### config.mk
export PLATFORM = sky130hd
export DESIGN_NAME = ctrl_registrodesp_flat
export DESIGN_NICKNAME = d
export VERILOG_FILES = /design/src/rtl/ctrl_registrodesp_pkg.sv /design/src/rtl/ctrl_registrodesp_if.sv /design/src/rtl/ctrl_registrodesp_div_counter.sv /design/src/rtl/ctrl_registrodesp.sv /design/src/flat_wrapper.sv
export SDC_FILE = /design/constraint.sdc
export NUM_CORES = 1
export LEC_CHECK = 0
export ABC_AREA = 1
export CORE_MARGIN = 4
export CORE_UTILIZATION = 45
export CTS_CLUSTER_SIZE = 10
export DETAILED_ROUTE_END_ITERATION = 10
export PLACE_DENSITY = 0.83
export SYNTH_ARGS = -nofsm -noshare
export SYNTH_HDL_FRONTEND = slang
export SYNTH_SLANG_ARGS = --single-unit
### constraint.sdc
create_clock -name clk -period 2.1 [get_ports clk]
set_input_delay 0.42 -clock clk [delete_from_list [all_inputs] [get_ports clk]]
set_output_delay 0.42 -clock clk [all_outputs]
set_load 0.05 [all_outputs]
### src/rtl/ctrl_registrodesp_pkg.sv
// Shared encodings for the shift-register sequencing controller:
// register modes, FSM states, command op codes and the latched command record.
package ctrl_registrodesp_pkg;

  typedef enum logic [1:0] {
    MODE_SHIFT  = 2'b00,
    MODE_ROTATE = 2'b01,
    MODE_LOAD   = 2'b10,
    MODE_HOLD   = 2'b11
  } mode_e;

  typedef enum logic [2:0] {
    ST_IDLE = 3'd0,
    ST_LOAD = 3'd1,
    ST_TX   = 3'd2,
    ST_RX   = 3'd3,
    ST_RESP = 3'd4
  } state_e;

  localparam logic OP_TX = 1'b0;
  localparam logic OP_RX = 1'b1;

  // dir is stored already mapped to the register's sense (1 = toward MSB).
  typedef struct packed {
    logic       op;
    logic       dir;
    logic [3:0] data;
  } cmd_t;

endpackage

### src/rtl/ctrl_registrodesp_if.sv
// Command/response handshakes, serial streams and shift-register control bundle.
// master = controller side, slave = environment (producer/consumer and register).
interface ctrl_registrodesp_if;

  logic       cmd_valid;
  logic       cmd_ready;
  logic       cmd_op;
  logic       cmd_lsb_first;
  logic [3:0] cmd_data;
  logic       ser_out;
  logic       ser_out_valid;
  logic       ser_in;
  logic       ser_in_valid;
  logic       rsp_valid;
  logic       rsp_ready;
  logic [3:0] rsp_data;
  logic       reg_enb;
  logic       reg_dir;
  logic       reg_s_in;
  logic [1:0] reg_mode;
  logic [3:0] reg_d;
  logic [3:0] reg_q;
  logic       reg_s_out;

  modport master (
    input  cmd_valid, cmd_op, cmd_lsb_first, cmd_data,
    input  ser_in, ser_in_valid, rsp_ready, reg_q, reg_s_out,
    output cmd_ready, ser_out, ser_out_valid, rsp_valid, rsp_data,
    output reg_enb, reg_dir, reg_s_in, reg_mode, reg_d
  );

  modport slave (
    output cmd_valid, cmd_op, cmd_lsb_first, cmd_data,
    output ser_in, ser_in_valid, rsp_ready, reg_q, reg_s_out,
    input  cmd_ready, ser_out, ser_out_valid, rsp_valid, rsp_data,
    input  reg_enb, reg_dir, reg_s_in, reg_mode, reg_d
  );

endinterface

### src/rtl/ctrl_registrodesp_div_counter.sv
// Bit-period divider: tick marks the last of every DIV enabled cycles.
// Zero latency on tick; clr restarts the period, no backpressure.
module div_counter #(
  parameter int DIV = 1
) (
  input  logic clk,
  input  logic reset_L,
  input  logic clr,
  input  logic en,
  output logic tick
);

  localparam int W = (DIV > 1) ? $clog2(DIV) : 1;
  localparam logic [W-1:0] LAST = W'(DIV - 1);

  logic [W-1:0] cnt;

  assign tick = en && (cnt == LAST);

  always_ff @(posedge clk or negedge reset_L) begin
    if (!reset_L) begin
      cnt <= '0;
    end else if (clr) begin
      cnt <= '0;
    end else if (en) begin
      cnt <= tick ? '0 : cnt + W'(1);
    end
  end

endmodule

### src/rtl/ctrl_registrodesp.sv
// Sequences a 4-bit shift register to serialize (TX) or deserialize (RX) one word per command.
// TX: 1 load cycle + 4*DIV bit cycles; RX stalls on ser_in_valid=0; RESP holds until rsp_ready.
module ctrl_registrodesp
  import ctrl_registrodesp_pkg::*;
#(
  parameter int DIV = 1
) (
  input logic                 clk,
  input logic                 reset_L,
  ctrl_registrodesp_if.master bus
);

  state_e     state;
  cmd_t       cmd_q;
  logic [1:0] bit_cnt;
  logic       cmd_ready_q;
  logic       ser_vld_q;
  logic       rsp_vld_q;
  logic       tick;
  logic       last_bit;

  assign last_bit = (bit_cnt == 2'd3);

  // Divider runs only in TX; holding it cleared elsewhere restarts it on every LOAD.
  div_counter #(.DIV(DIV)) u_div (
    .clk    (clk),
    .reset_L(reset_L),
    .clr    (state != ST_TX),
    .en     (state == ST_TX),
    .tick   (tick)
  );

  always_ff @(posedge clk or negedge reset_L) begin
    if (!reset_L) begin
      state       <= ST_IDLE;
      cmd_q       <= '0;
      bit_cnt     <= '0;
      cmd_ready_q <= 1'b1;
      ser_vld_q   <= 1'b0;
      rsp_vld_q   <= 1'b0;
    end else begin
      case (state)
        ST_IDLE: begin
          if (bus.cmd_valid) begin
            cmd_q       <= '{op: bus.cmd_op, dir: ~bus.cmd_lsb_first, data: bus.cmd_data};
            bit_cnt     <= '0;
            cmd_ready_q <= 1'b0;
            state       <= (bus.cmd_op == OP_TX) ? ST_LOAD : ST_RX;
          end
        end
        ST_LOAD: begin
          state     <= ST_TX;
          ser_vld_q <= 1'b1;
        end
        ST_TX: begin
          if (tick) begin
            bit_cnt <= bit_cnt + 2'd1;
            if (last_bit) begin
              state       <= ST_IDLE;
              ser_vld_q   <= 1'b0;
              cmd_ready_q <= 1'b1;
            end
          end
        end
        ST_RX: begin
          if (bus.ser_in_valid) begin
            bit_cnt <= bit_cnt + 2'd1;
            if (last_bit) begin
              state     <= ST_RESP;
              rsp_vld_q <= 1'b1;
            end
          end
        end
        ST_RESP: begin
          if (bus.rsp_ready) begin
            state       <= ST_IDLE;
            rsp_vld_q   <= 1'b0;
            cmd_ready_q <= 1'b1;
          end
        end
        default: begin
          state       <= ST_IDLE;
          cmd_ready_q <= 1'b1;
          ser_vld_q   <= 1'b0;
          rsp_vld_q   <= 1'b0;
        end
      endcase
    end
  end

  always_comb begin
    bus.reg_enb  = 1'b0;
    bus.reg_mode = MODE_HOLD;
    bus.reg_d    = '0;
    bus.reg_s_in = 1'b0;
    case (state)
      ST_LOAD: begin
        bus.reg_enb  = 1'b1;
        bus.reg_mode = MODE_LOAD;
        bus.reg_d    = cmd_q.data;
      end
      ST_TX: begin
        if (tick) begin
          bus.reg_enb  = 1'b1;
          bus.reg_mode = MODE_SHIFT;
        end
      end
      ST_RX: begin
        if (bus.ser_in_valid) begin
          bus.reg_enb  = 1'b1;
          bus.reg_mode = MODE_SHIFT;
          bus.reg_s_in = bus.ser_in;
        end
      end
      default: ;
    endcase
  end

  assign bus.cmd_ready     = cmd_ready_q;
  assign bus.ser_out_valid = ser_vld_q;
  // Gated so the stream reads 0 whenever it is not being driven.
  assign bus.ser_out       = ser_vld_q & bus.reg_s_out;
  assign bus.rsp_valid     = rsp_vld_q;
  assign bus.rsp_data      = bus.reg_q;
  assign bus.reg_dir       = cmd_q.dir;

endmodule

### src/flat_wrapper.sv
// flat-port wrapper written by rule: the top's interface ports become plain ports
module ctrl_registrodesp_flat import ctrl_registrodesp_pkg::*;
#(
  parameter int DIV = 1
)
  (clk, reset_L, bus_cmd_valid, bus_cmd_op, bus_cmd_lsb_first, bus_cmd_data, bus_ser_in, bus_ser_in_valid, bus_rsp_ready, bus_reg_q, bus_reg_s_out, bus_cmd_ready, bus_ser_out, bus_ser_out_valid, bus_rsp_valid, bus_rsp_data, bus_reg_enb, bus_reg_dir, bus_reg_s_in, bus_reg_mode, bus_reg_d);
  ctrl_registrodesp_if bus_i ();
  input logic clk;
  input logic reset_L;
  input wire logic [$bits(bus_i.cmd_valid)-1:0] bus_cmd_valid;
  input wire logic [$bits(bus_i.cmd_op)-1:0] bus_cmd_op;
  input wire logic [$bits(bus_i.cmd_lsb_first)-1:0] bus_cmd_lsb_first;
  input wire logic [$bits(bus_i.cmd_data)-1:0] bus_cmd_data;
  input wire logic [$bits(bus_i.ser_in)-1:0] bus_ser_in;
  input wire logic [$bits(bus_i.ser_in_valid)-1:0] bus_ser_in_valid;
  input wire logic [$bits(bus_i.rsp_ready)-1:0] bus_rsp_ready;
  input wire logic [$bits(bus_i.reg_q)-1:0] bus_reg_q;
  input wire logic [$bits(bus_i.reg_s_out)-1:0] bus_reg_s_out;
  output wire logic [$bits(bus_i.cmd_ready)-1:0] bus_cmd_ready;
  output wire logic [$bits(bus_i.ser_out)-1:0] bus_ser_out;
  output wire logic [$bits(bus_i.ser_out_valid)-1:0] bus_ser_out_valid;
  output wire logic [$bits(bus_i.rsp_valid)-1:0] bus_rsp_valid;
  output wire logic [$bits(bus_i.rsp_data)-1:0] bus_rsp_data;
  output wire logic [$bits(bus_i.reg_enb)-1:0] bus_reg_enb;
  output wire logic [$bits(bus_i.reg_dir)-1:0] bus_reg_dir;
  output wire logic [$bits(bus_i.reg_s_in)-1:0] bus_reg_s_in;
  output wire logic [$bits(bus_i.reg_mode)-1:0] bus_reg_mode;
  output wire logic [$bits(bus_i.reg_d)-1:0] bus_reg_d;
  assign bus_i.cmd_valid = bus_cmd_valid;
  assign bus_i.cmd_op = bus_cmd_op;
  assign bus_i.cmd_lsb_first = bus_cmd_lsb_first;
  assign bus_i.cmd_data = bus_cmd_data;
  assign bus_i.ser_in = bus_ser_in;
  assign bus_i.ser_in_valid = bus_ser_in_valid;
  assign bus_i.rsp_ready = bus_rsp_ready;
  assign bus_i.reg_q = bus_reg_q;
  assign bus_i.reg_s_out = bus_reg_s_out;
  assign bus_cmd_ready = bus_i.cmd_ready;
  assign bus_ser_out = bus_i.ser_out;
  assign bus_ser_out_valid = bus_i.ser_out_valid;
  assign bus_rsp_valid = bus_i.rsp_valid;
  assign bus_rsp_data = bus_i.rsp_data;
  assign bus_reg_enb = bus_i.reg_enb;
  assign bus_reg_dir = bus_i.reg_dir;
  assign bus_reg_s_in = bus_i.reg_s_in;
  assign bus_reg_mode = bus_i.reg_mode;
  assign bus_reg_d = bus_i.reg_d;
  ctrl_registrodesp #(.DIV(DIV)) u_core (.clk(clk), .reset_L(reset_L), .bus(bus_i));
endmodule
# After elaboration in Yosys (flattened, before gate mapping)
# Cells that the tools add are included.
[word_totals]
output_inout_bits = 17
ff_bits = 14
in_bits = 17
elab_cells = 76
[op_classes]
bitwise = 6
n_mux = 35
eq_ne = 12
n_reduce_logical = 13
addsub = 2
[ops]
columns = ["op", "count"]
rows = [
  ["$mux 3", 6],
  ["$mux 1", 15],
  ["$pmux 3 s5", 1],
  ["$mux 2", 6],
  ["$pmux 2 s3", 2],
  ["$pmux 1 s3", 3],
  ["$reduce_and 4->1", 2],
  ["$eq 3x2->1 const B", 2],
  ["$ne 2x1->1 const B", 3],
  ["$ne 2x2->1 const B", 3],
  ["$reduce_and 6->1", 1],
  ["$reduce_or 3->1", 2],
  ["$not 1->1", 5],
  ["$reduce_and 5->1", 1],
  ["$mux 4", 1],
  ["$pmux 1 s4", 1],
  ["$eq 3x1->1 const B", 1],
  ["$eq 3x3->1 const B", 1],
  ["$logic_not 3->1", 1],
  ["$ne 3x2->1 const B", 1],
  ["$reduce_and 3->1", 1],
  ["$reduce_bool 3->1", 1],
  ["$add 2x1->2 const B", 1],
  ["$eq 2x2->1 const B", 1],
  ["6 further kinds", 6],
]

# Depth between registers and ports, before layout
[depth]
depth_word = 5
ltp_mapped = 9

# Modules after synthesis
# From an unflattened synthesis, not the netlist that was laid out.
[unflattened]
hier_cells = 121
area_unflattened_um2 = 945.9
[modules_own_cells]
columns = ["module", "area_per_inst_um2", "n_inst", "cells_each"]
rows = [
  ["ctrl_registrodesp", 903.4, 1, 116],
  ["div_counter", 42.5, 1, 5],
]

# Worst setup path after synthesis
# OpenSTA, ideal clock, no wires.
[synth_path]
path_type = "register to output"
start = "register u_core.state[1]"
end = "output bus_reg_enb"
setup_slack_ns = -0.080
arrival_ns = 1.760
n_path_buf = 1
stages_incl_launch_ff = 7
cell_sequence = "dfrtp_1 > buf_6 > nand2_2 > nor2_4 > nand2_2 > nand4_1 > inv_1"
[synth_between]
elab_chain_len = 4
elab_cells_between_ends = 6
[synth_lines]
columns = ["item", "line", "source"]
rows = [
  ["start, declared", "ctrl_registrodesp.sv:13", "state_e state;"],
  ["start signal, assigned", "ctrl_registrodesp.sv:48", "state <= (bus.cmd_op == OP_TX) ? ST_LOAD : ST_RX;"],
  ["$eq 3x2->1", "ctrl_registrodesp.sv:29, ctrl_registrodesp.sv:96", ""],
  ["$logic_and 1x1->1", "ctrl_registrodesp_div_counter.sv:18", "assign tick = en && (cnt == LAST);"],
  ["$mux 1", "ctrl_registrodesp.sv:103", "if (tick) begin"],
  ["$pmux 1 s3 *", "ctrl_registrodesp.sv:96", "case (state)"],
  ["end, declared", "flat_wrapper.sv:24", "output wire logic [$bits(bus_i.reg_enb)-1:0] bus_reg_enb;"],
]
# Every way passes the cells marked *; elsewhere a longest branch is shown, timed or not.

# Final worst setup path
[layout_path]
start = "register u_core.cmd_ready_q (netlist: u_core.bus.cmd_ready)"
end = "output bus_cmd_ready"
[layout_rtl]
columns = ["item", "line", "source"]
rows = [
  ["start, declared", "ctrl_registrodesp.sv:16", "logic cmd_ready_q;"],
  ["start signal, assigned", "ctrl_registrodesp.sv:38", "cmd_ready_q <= 1'b1;"],
  ["start signal, assigned", "ctrl_registrodesp.sv:47", "cmd_ready_q <= 1'b0;"],
  ["start signal, assigned", "ctrl_registrodesp.sv:61", "cmd_ready_q <= 1'b1;"],
  ["end, declared", "flat_wrapper.sv:19", "output wire logic [$bits(bus_i.cmd_ready)-1:0] bus_cmd_ready;"],
]
# No word-level cell between the ends.

==> impl_results.md <==
* CP required at 1.68 ns
* Fmax at 493 MHz
* Final TNS setup at 0 ns
* Die width at 50.8 um
* Post-Syn Nets at 129
* DR WL/cell at 11.4 um
* Max FO, Critical Path at 2
* Pwr Density at around 1800 nW/um^2
* CP Launch Type: flip-flop
* Clk pwr share at 0.074
* Synth Instances at 111
* Cell at the root of the clock tree: clkbuf_4
* CTS buffer count at 3
* HPWL after DPL at 1490 um
* DR iter-0 viols at 24
* # diodes at 0
* Post-DRT Antenna Nets at 0
* Pins Over Slew Limit at 0
* Sw frac at 0.518
* Initial antenna violation count at 0
* Post-route cell area at 1190 sq um
* Die Y at 50.8 um
* Int Power at 1.04 mW
* Max Root-Sink Buffers at 2
* Post-CTS resize count at 0
* Crit share post-route at 0.965
* Fin Hold WS at 0.493 ns
* Largest net degree at the start of global routing at 15
* Gp weighted congestion at between 0.8 and 0.9
* GRT overflow at 0
* CTS tree: done
* H-tree levels at 1
* Reg2Reg Setup Slack at 0.82 ns
* Drc violations at 0
* Total Routing Usage GR at 0.161
* Relative slew margins at 0.584
* Worst-path clk slew at 0.08 ns
* Post-DR vias/cell at 4.79
* Area leader, netlist: dfrtp_1
* Vias after detailed routing at around 770
* Routed WL at 1830 um
* Cts-stage hold buffer count at 0
* Sequential share of the synthesized area at 0.426
* Ratio of cells with drive above 1 in the final layout at 0.235
* Sw Pwr at between 1 and 1.5 mW
* Slowest stage cell, crit path: clkdlybuf4s50_1
* Nets at around 160
* CP max stage delay at roughly 0.80 ns
* First-pass DRT Iterations at 4
* Post-layout min period at 2.03 ns
* Buf/Inv on CP at 1
* RR Endpoint: u_core.state[2]$_DFFE_PN0P_
* R2R depth at 6
* Worst slack, placed at 0.200 ns
* Worst Hold Class: flip-flop to flip-flop
* Clock Skew at 0.00701 ns
* Combinational power share at 0.696
* Max_cap viols at 0
* Final hold vios at 0
* Clk_lat worst skew at 0.28 ns
* FF+latch count, synth at 14
* Crit path from: u_core.bus.cmd_ready$_DFFE_PN1P_
* Core ar. at 1730 sq um
* Unique cell type count in the Yosys netlist at 19
* Rows at 15
* Crit path max-delay family: buffers and inverters
* Synth Area per Inst at 7.44 sq um
* Die ar. at 2580 sq um
* Outcome: complete, no violations
* Worst R2R Start: u_core.state[1]$_DFFE_PN0P_
* Worst-margin pin slew at 0.622 ns
* CP endpoint: bus_cmd_ready
* Worst path cell trace: clkdlybuf4s50_1
* I/O pins at 34
* Worst setup margin at 0.0734 ns
* Sequential power share at 0.230
* Final Power at 2.16 mW
* Post-CTS Setup Inserts at 0
* Arrival @ worst endpoint at approximately 1.6 ns
* Area grow syn2layout at 43.6%
* Crit. End Element: primary output
* Area share of the largest cell type after synthesis at 0.394
* Synth warn at 0
* Unrepaired setup endpoints after global routing: false
* DP Area at 1150 sq um
* Vias in the first global route at between 700 and 800
* Leak pwr at around 0.59 nW
* Total clock sinks at 14
* Initial Util at 0.478
* CP Class: flip-flop to primary output
* Cell area after synthesis at a little over 800 sq um
* Synth area leaders: dfrtp_1 39%, nand2_1 12%, inv_1 7.3%, nor2_1 6.8%, o21ai_0 4.2%
* PortBufs at 25
* VDD IR max at roughly 1.1 mV
* Worst path depth at 1
* First-pass GRT wire length at 3150 um
* Setup Viol. Count Final at 0
-- power by group through the flow --
stage	registers, mW	clock network [mW]	logic [mW]
6_report	0.497	0.160	1.50
5_1_grt	0.516	0.180	1.62
4_1_cts	0.486	0.165	1.51
3_5_place_dp	0.492	0	1.50
3_3_place_gp	0.486	0	1.47
2_1_floorplan	0.594	0	0.866
-- worst register-to-register path, cell delays in order (launching register included) --
cell and delay (ns):
dfrtp_2 0.48, nor2_1 0.24, nand2_1 0.16, nand2_2 0.13
nor2_4 0.05, nand3_2 0.06, nand2_1 0.06
-- placed cells by master (no fill, tap or decap), types with 2 or more instances in the layout --
cell type and n:
buf_12 8, nand4_1 2, o21ai_0 7, nor2_4 4
dfrtp_2 3, nor2_1 15, buf_4 2, dfrtp_1 10
inv_1 15, nand3_1 6, nand2_2 5, nand2_1 27
nand3_2 2, clkdlybuf4s50_1 16, inv_2 3, o21ai_1 2
clkbuf_4 3
-- cell type report --
type | count | area [sq um]
Fill cell | 146 | 541
Multi-Input combinational cell | 74 | 370
Sequential cell | 14 | 355
Timing Repair Buffer | 26 | 335
Inverter | 18 | 67.6
Tap cell | 25 | 31.3
Clock buffer | 4 | 26.3
-- per-stage QoR --
stage | util | cells
after floorplan | - | 111
after global placement | 0.667 | 157
after detailed placement | 0.667 | 157
after CTS | 0.682 | 161
after global routing | 0.687 | 161
final | 0.687 | 161
-- cells by family after synthesis --
group,share of synthesized area
buffers and inverters,0.132
adders and majority gates,0.0151
other,0.00454
AOI/OAI and AO/OA,0.0621
and+or+nand+nor,0.361
DFF,0.426
-- registers in the layout (all words and copies together) (netlist names) --
| name | cells |
|---|---|
| u_core.bus.ser_out_valid | 1 |
| u_core.state | 3 |
| u_core.u_div.cnt | 1 |
| u_core.bus.reg_dir | 1 |
| u_core.bus.cmd_ready | 1 |
| u_core.bit_cnt | 2 |
| u_core.bus.rsp_valid | 1 |
| u_core.cmd_q | 4 |
-- cells in the mapped netlist --
master / n
inv_1: 16
nand2_1: 27
conb_1: 1
nand3_1: 6
buf_6: 1
o21ai_0: 7
nor2_4: 3
buf_4: 4
a31oi_1: 1
ha_1: 1
dfstp_2: 1
inv_2: 2
nand2_2: 5
dfrtp_1: 13
nand3_2: 2
nand4_1: 2
o21ai_1: 2
nor2_2: 2
nor2_1: 15
-- routing by layer --
metal  GRT usage  vias to the layer above  part of all wire
li1            -                      387                 -
met1       0.206                      357              0.43
met2       0.259                       25              0.51
met3      0.0641                        2             0.063
met4      0.0269                        0            0.0033
met5           0                        -                 0
-- worst min path at each step --
stage	startpoint	to	slack, ns	depth (start not counted)
2_1_floorplan	reset_L	u_core.bit_cnt[0]$_DFFE_PN0P_	0.12	0
3_3_place_gp	u_core.bus.reg_dir$_DFFE_PN0P_	u_core.bus.reg_dir$_DFFE_PN0P_	0.47	2
3_5_place_dp	u_core.bus.rsp_valid$_DFFE_PN0P_	u_core.bus.rsp_valid$_DFFE_PN0P_	0.48	2
4_1_cts	u_core.bus.rsp_valid$_DFFE_PN0P_	u_core.bus.rsp_valid$_DFFE_PN0P_	0.50	2
5_1_grt	u_core.bus.cmd_ready$_DFFE_PN1P_	u_core.bus.cmd_ready$_DFFE_PN1P_	0.54	2
6_report	u_core.bus.rsp_valid$_DFFE_PN0P_	u_core.bus.rsp_valid$_DFFE_PN0P_	0.49	2
(Power assumes the default switching activity.)
